**config.mk**
```make
export PLATFORM = sky130hd
export DESIGN_NAME = feature_vector_loader
export DESIGN_NICKNAME = d
export VERILOG_FILES = /design/src/rtl/feature_vector_loader.sv
export SDC_FILE = /design/constraint.sdc
export NUM_CORES = 1
export LEC_CHECK = 0
export CORE_ASPECT_RATIO = 0.5
export CORE_MARGIN = 5
export CORE_UTILIZATION = 46
export CTS_CLUSTER_SIZE = 14
export DETAILED_ROUTE_END_ITERATION = 8
export HOLD_SLACK_MARGIN = 0.1
export PLACE_DENSITY = 0.85
export SYNTH_ARGS = -nofsm -noshare
export SYNTH_HDL_FRONTEND = slang
export SYNTH_SLANG_ARGS = --single-unit
```
**constraint.sdc**
```tcl
create_clock -name i_clk -period 1.85 [get_ports i_clk]
set_input_delay 0.37 -clock i_clk [delete_from_list [all_inputs] [get_ports i_clk]]
set_output_delay 0.37 -clock i_clk [all_outputs]
set_load 0.005 [all_outputs]
```
**src/rtl/feature_vector_loader.sv**
```systemverilog
// Assembles N_INPUTS signed 16-bit stream samples into one vector held stable for a parallel consumer.
// Latency: final beat accepted at edge t -> o_vec_valid high from edge t+1; err_len one cycle after a violation.
// Backpressure: o_s_ready drops while a completed vector has nowhere to go (HOLD, or FULL with FEATURE_LOADER_DOUBLE_BUFFER_EN).
module feature_vector_loader #(
   parameter int N_INPUTS = 4,
   parameter int CNT_W    = 16
) (
   input  logic                       i_clk,
   input  logic                       i_rst,
   input  logic signed [15:0]         i_s_data,
   input  logic                       i_s_valid,
   input  logic                       i_s_last,
   output logic                       o_s_ready,
   output logic [N_INPUTS-1:0][15:0]  o_vec_out,
   output logic                       o_vec_valid,
   input  logic                       i_vec_ready,
   output logic                       o_err_len,
   output logic [CNT_W-1:0]           o_vec_cnt
);

   localparam int IDX_W = $clog2(N_INPUTS);
   localparam logic [IDX_W-1:0] LAST_IDX = IDX_W'(N_INPUTS - 1);

   typedef enum logic [1:0] {ST_FILL, ST_FULL, ST_HOLD} state_t;

   state_t                      r_state;
   logic [IDX_W-1:0]            r_idx;
   logic [N_INPUTS-1:0][15:0]   r_fill;
   logic                        r_vec_valid;
   logic                        r_err_len;
   logic [CNT_W-1:0]            r_vec_cnt;
`ifdef FEATURE_LOADER_DOUBLE_BUFFER_EN
   logic [N_INPUTS-1:0][15:0]   r_out;
`endif

   logic                        w_accept;
   logic                        w_handoff;
   logic                        w_at_last;
   logic [N_INPUTS-1:0][15:0]   w_fill_nxt;

   // Ready depends only on the registered state (and reset), never on i_s_valid.
   // In double-buffer mode the FSM never visits HOLD, so "in FILL" covers both modes.
   assign o_s_ready   = !i_rst && (r_state == ST_FILL);
   assign w_accept    = i_s_valid && o_s_ready;
   assign w_handoff   = r_vec_valid && i_vec_ready;
   assign w_at_last   = (r_idx == LAST_IDX);

   assign o_vec_valid = r_vec_valid;
   assign o_err_len   = r_err_len;
   assign o_vec_cnt   = r_vec_cnt;
`ifdef FEATURE_LOADER_DOUBLE_BUFFER_EN
   assign o_vec_out   = r_out;
`else
   assign o_vec_out   = r_fill;
`endif

   // Fill buffer as it will look after this cycle's beat, so a completing beat can move straight to the output.
   always_comb begin
      w_fill_nxt = r_fill;
      if (w_accept) begin
         w_fill_nxt[r_idx] = i_s_data;
      end
   end

   // Fill FSM, fill index, output register, length-error pulse and handoff counter.
   always_ff @(posedge i_clk) begin
      if (i_rst) begin
         r_state     <= ST_FILL;
         r_idx       <= '0;
         r_fill      <= '0;
         r_vec_valid <= 1'b0;
         r_err_len   <= 1'b0;
         r_vec_cnt   <= '0;
`ifdef FEATURE_LOADER_DOUBLE_BUFFER_EN
         r_out       <= '0;
`endif
      end else begin
         r_err_len <= 1'b0;
         if (w_handoff) begin
            r_vec_cnt <= r_vec_cnt + CNT_W'(1);
         end
         if (w_accept) begin
            r_fill <= w_fill_nxt;
         end
         case (r_state)
            ST_FILL: begin
`ifdef FEATURE_LOADER_DOUBLE_BUFFER_EN
               if (w_handoff) begin
                  r_vec_valid <= 1'b0;
               end
`endif
               if (w_accept) begin
                  if (w_at_last) begin
                     // Vector complete; a missing end marker still delivers but flags the length.
                     r_idx     <= '0;
                     r_err_len <= !i_s_last;
`ifdef FEATURE_LOADER_DOUBLE_BUFFER_EN
                     if (!r_vec_valid || w_handoff) begin
                        r_out       <= w_fill_nxt;
                        r_vec_valid <= 1'b1;
                     end else begin
                        r_state <= ST_FULL;
                     end
`else
                     r_vec_valid <= 1'b1;
                     r_state     <= ST_HOLD;
`endif
                  end else if (i_s_last) begin
                     // Short frame: drop what was collected and start over.
                     r_idx     <= '0;
                     r_err_len <= 1'b1;
                  end else begin
                     r_idx <= r_idx + IDX_W'(1);
                  end
               end
            end
`ifdef FEATURE_LOADER_DOUBLE_BUFFER_EN
            ST_FULL: begin
               // Output is taken this cycle: refill it from the waiting buffer, valid stays high.
               if (w_handoff) begin
                  r_out   <= r_fill;
                  r_state <= ST_FILL;
               end
            end
`endif
            ST_HOLD: begin
               if (w_handoff) begin
                  r_vec_valid <= 1'b0;
                  r_state     <= ST_FILL;
               end
            end
            default: begin
               r_state <= ST_FILL;
            end
         endcase
      end
   end

endmodule

```
* After elaboration in Yosys (flattened, before gate mapping)
Index checks and enable logic that the tools add are counted.
** Word-level totals
- Register bits after elaboration :: 86
- Bits of input ports :: 21
- Output and inout port bits :: 83
- Logic and storage cells :: 47
** Operators by class
- Add/subtract/negate cells :: 2
- Order comparisons :: 2
- Eq/ne operators :: 5
- Mux-type cells :: 15
- Bitwise gates (word level) :: 2
- Reductions and logical operators :: 12
** Operator list (number)
- $bwmux W64 :: 1
- $demux W16 S2 :: 1
- $add A16 B1 Y16 const B :: 1
- $mux W16 :: 1
- $mux W2 :: 5
- $ne A2 B2 Y1 const B :: 3
- $mux W1 :: 5
- $eq A2 B2 Y1 const B :: 2
- $logic_and A1 B1 Y1 :: 4
- $pmux W2 S2 :: 1
- $reduce_and A4 Y1 :: 1
- $lt A2 B3 Y1 const B :: 1
- $reduce_and A3 Y1 :: 1
- $reduce_or A3 Y1 :: 1
- $add A2 B1 Y2 const B :: 1
- $ge A2 B1 Y1 const B :: 1
- $logic_not A1 Y1 :: 2
- $logic_not A2 Y1 :: 1
- $not A1 Y1 :: 2
- $pmux W1 S2 :: 1
- $reduce_and A2 Y1 :: 1
- $reduce_bool A2 Y1 :: 1

* Longest topological paths before layout
- Depth after elaboration :: 5
- Gate-level depth with buffers :: 7
- Gate-level depth less buffers :: 5

* Worst setup path before layout
Ideal clock, no wire load.
- Path type :: input -> output
- Start :: input port i_rst
- End :: output port o_s_ready
- Arrival :: 1223 ps
- Data required time :: 1480 ps
- Setup slack :: 257 ps
- Stages on the path :: 4
- Buffers on the path :: 3
- Cell sequence :: clkbuf_1 > clkbuf_1 > buf_1 > nor2_1
** On the way
- Longest elaborated chain between the ends :: 2
** Ends and longest elaborated chain
- start, declared :: RTL line 9 : input logic i_rst,
- $logic_not A1 Y1 :: RTL line 43 : assign o_s_ready = !i_rst && (r_state == ST_FILL);
- $logic_and A1 B1 Y1 :: RTL line 43
- end, declared :: RTL line 13 : output logic o_s_ready,
No other way between the ends.

==> results.py <==
metrics = {
    "run_status": {
        "status": "completed",
    },
    "placement": {
        "place.port_buffers": 103,
        "dpl-instance-area_um2": 4360,
        "detailed_place_hpwl_mm": 6.22,
        "gp_congestion": 0.818,
        "dpl.cell_count": 577,
    },
    "die": {
        "die_w_um": 128,
        "io_pins": 104,
        "die-area_um2": 8850,
        "initial_core_util_pct": 47.7,
        "rows": 21,
        "core_region_area_um2": 6730,
        "die_h_um": 69.1,
    },
    "timing": {
        "hold_ws_ns": 0.453,
        "setup_viol": 0,
        "fin_worst_skew_ns": 0.00699,
        "period_minus_slack_ns": 1.70,
        "tightest_slew_ns": 0.840,
        "slew_headroom_pct": 44.0,
        "fin_crit_sh_pct": 92.2,
        "fmax_ghz": 0.587,
        "finalMaxSlewViolations": 0,
        "rsz0062_at_grt": "false",
        "hold_violations": 0,
    },
    "drt": {
        "drc": 0,
        "wl_per_cell_um": 15.2,
        "vias": 3039,
        "drtIter0Drc": 279,
        "ant_nets": 0,
        "totalWireLength_mm": 8.99,
        "vias_per_cell": 5.12,
        "firstDrtPassIters": 4,
    },
    "worst_setup_path": {
        "worstPathArrival_ns": 1.33,
        "required_ns": 1.48,
        "reg2reg_depth": 4,
        "r2r-end": "o_vec_cnt[10]$_SDFFE_PP0P_",
        "crit_fanout": 10,
        "crit_type": "reg2out",
        "cp-start-kind": "register",
        "cp-end-kind": "output port",
        "reg2reg_slack_ns": 0.28,
        "r2r_start": "o_vec_cnt[5]$_SDFFE_PP0P_",
    },
    "synth": {
        "synth_top_area_share_pct": 52.4,
        "synthCells": 392,
        "netlist_top_cells_count": "nand2_1 (136), dfxtp_1 (84), a21oi_1 (71)",
        "yosys_warnings": 0,
        "synth_top_cell_by_area": "dfxtp_1",
        "yosysMostFrequentCell": "nand2_1",
        "synth_cell_types": 29,
        "async_flop_share_pct": 0,
        "avgSynthCellArea_um2": 8.18,
        "ys_ff_latch": 84,
        "syn_area_um2": 3210,
        "seq_area_frac_synth_pct": 52.4,
        "synth_nets": 418,
        "synth_ff_type": "dfxtp_1",
        "synth_area_leaders": "dfxtp_1 (52%), nand2_1 (16%), a21oi_1 (11%)",
        "synth_enable_flop_cells": 0,
    },
    "power_and_ir_drop": {
        "p_sw_share_pct": 21.0,
        "vdd_drop_max_uv": 497,
        "total_power_mw": 4.15,
        "p_int_mw": 3.27,
        "combPwrFrac_pct": 5.7,
        "p_leak_nw": 1.65,
        "power_density_nw_per_um2": 881,
        "p_switching_uw": 873,
        "seqPwrFrac_pct": 44.6,
        "clkPwrFrac_pct": 49.7,
    },
    "grt": {
        "grt_pass1_wl_mm": 14.6,
        "top_usage_layer": "met2",
        "grt_pass1_vias": 2923,
        "grt_max_degree": 85,
        "grtUsageTotal_pct": 20.7,
        "grt_use_met2_pct": 34.3,
        "gr-total-overflow": 0,
        "antenna_found_initial": 0,
        "grt_use_met1_pct": 25.3,
        "grt.met3_usage_pct": 6.33,
    },
    "hold_path": {
        "hold-path-endpoint": "o_vec_out[49]$_SDFFE_PP0P_",
        "min_path_cells": 2,
        "hold_start": "o_vec_out[49]$_SDFFE_PP0P_",
        "hp-class": "reg2reg",
    },
    "finish": {
        "num-fill-cells": 543,
        "syn_to_final_growth_pct": 46.8,
        "drive_gt1_share_pct": 7.58,
        "fin_area_um2": 4710,
        "insertedDiodeCount": 0,
        "final_util_pct": 70.0,
        "fin_cells": 593,
        "nNetsFinal": 522,
    },
    "clock_network": {
        "cts_tree": "built",
        "cts_buffers": 9,
        "clock_path_buffers": 2,
        "path_clk_slew_ns": 0.06,
        "clk_latency_ns": 0.34,
        "cts_htree_levels": 3,
        "cts.sinks": 84,
        "clock-root-buffer": "clkbuf_16",
    },
    "job": {
        "cap_violations": 0,
    },
}
-- state kept, by name, indices dropped and copies added (netlist names) --
signal       cells
o_vec_out       64
o_vec_cnt       16
r_idx            2
o_err_len        1
o_vec_valid      1
-- kinds of logic after synthesis --
group / count (synthesis) / share of synthesized area, %
buffers and inverters: 30 / 4.95
adder cells (fa/ha/maj): 5 / 1.95
flip-flops: 84 / 52.4
XOR/XNOR: 11 / 3.00
AND/OR/NAND/NOR: 184 / 25.2
AO/OA/AOI/OAI: 77 / 12.2
multiplexers: 1 / 0.312
-- worst max-delay path, stage by stage (launching register included) --
cell             delay (ns)
dfxtp_2                0.38
nor2_1                 0.11
clkdlybuf4s50_1        0.50
-- worst max path at each step --
stage | slack (ns) | depth (start not counted) | to | start
after detailed placement | -0.04 | 6 | o_vec_cnt[15]$_SDFFE_PP0P_ | i_vec_ready
after global placement | -0.0006 | 6 | o_vec_cnt[15]$_SDFFE_PP0P_ | i_vec_ready
after global routing | 0.08 | 2 | o_s_ready | o_vec_valid$_SDFFE_PP0P_
after CTS | 0.12 | 2 | o_s_ready | o_vec_valid$_SDFFE_PP0P_
after floorplan | 0.26 | 4 | o_s_ready | i_rst
final | 0.15 | 2 | o_s_ready | o_vec_valid$_SDFFE_PP0P_
-- cell type report --
| cell class | instances | area (um2) | share of cell area (%) |
|---|---|---|---|
| Clock inverter | 7 | 120 | 2.55 |
| Sequential cell | 84 | 1680 | 35.7 |
| Multi-Input combinational cell | 278 | 1370 | 29.0 |
| Timing Repair Buffer | 119 | 1180 | 25.1 |
| Inverter | 4 | 15.0 | 0.319 |
| Tap cell | 92 | 115 | 2.44 |
| Clock buffer | 9 | 225 | 4.78 |
-- per-layer routing --
layer	vias to the layer above	part of all wire, %
met4	0	1.9
li1	1493	-
met5	-	0
met3	15	6.1
met2	87	50
met1	1444	42
-- layout by cell type, fill, tap and decap left out, drive strengths merged, types with 4 or more instances in the layout --
cell type / instances
clkdlybuf4s50: 102
inv: 6
nand3: 7
clkbuf: 9
buf: 17
nand4: 6
or3: 4
dfxtp: 84
ha: 5
nor2: 13
nand2: 136
o21ai: 4
and2: 8
xor2: 10
and4: 4
a21oi: 71
-- per-stage QoR --
step / TNS (ns) / setup slack (ns)
after floorplan: 0 / 0.257
after global placement: -0.000622 / -0.000622
after detailed placement: -0.103 / -0.0397
after CTS: 0 / 0.124
after global routing: 0 / 0.0771
final: 0 / 0.145
-- power groups by stage --
| stage | combinational, mW | clock [mW] | sequential [mW] |
|---|---|---|---|
| 4_1_cts | 0.235 | 2.08 | 1.85 |
| 2_1_floorplan | 0.0869 | 0 | 1.89 |
| 3_3_place_gp | 0.229 | 0 | 1.89 |
| 3_5_place_dp | 0.232 | 0 | 1.89 |
| 6_report | 0.236 | 2.06 | 1.85 |
| 5_1_grt | 0.254 | 2.17 | 1.85 |
-- what timing repair did --
action / CTS / global route
resized for setup: 1 / 0
endpoints found under the setup margin: 1 / 0
hold buffers: 0 / 0
hold endpoints to repair: 0 / 0
buffers inserted: 0 / 0
No activity file was read; power rests on OpenSTA's default activity.
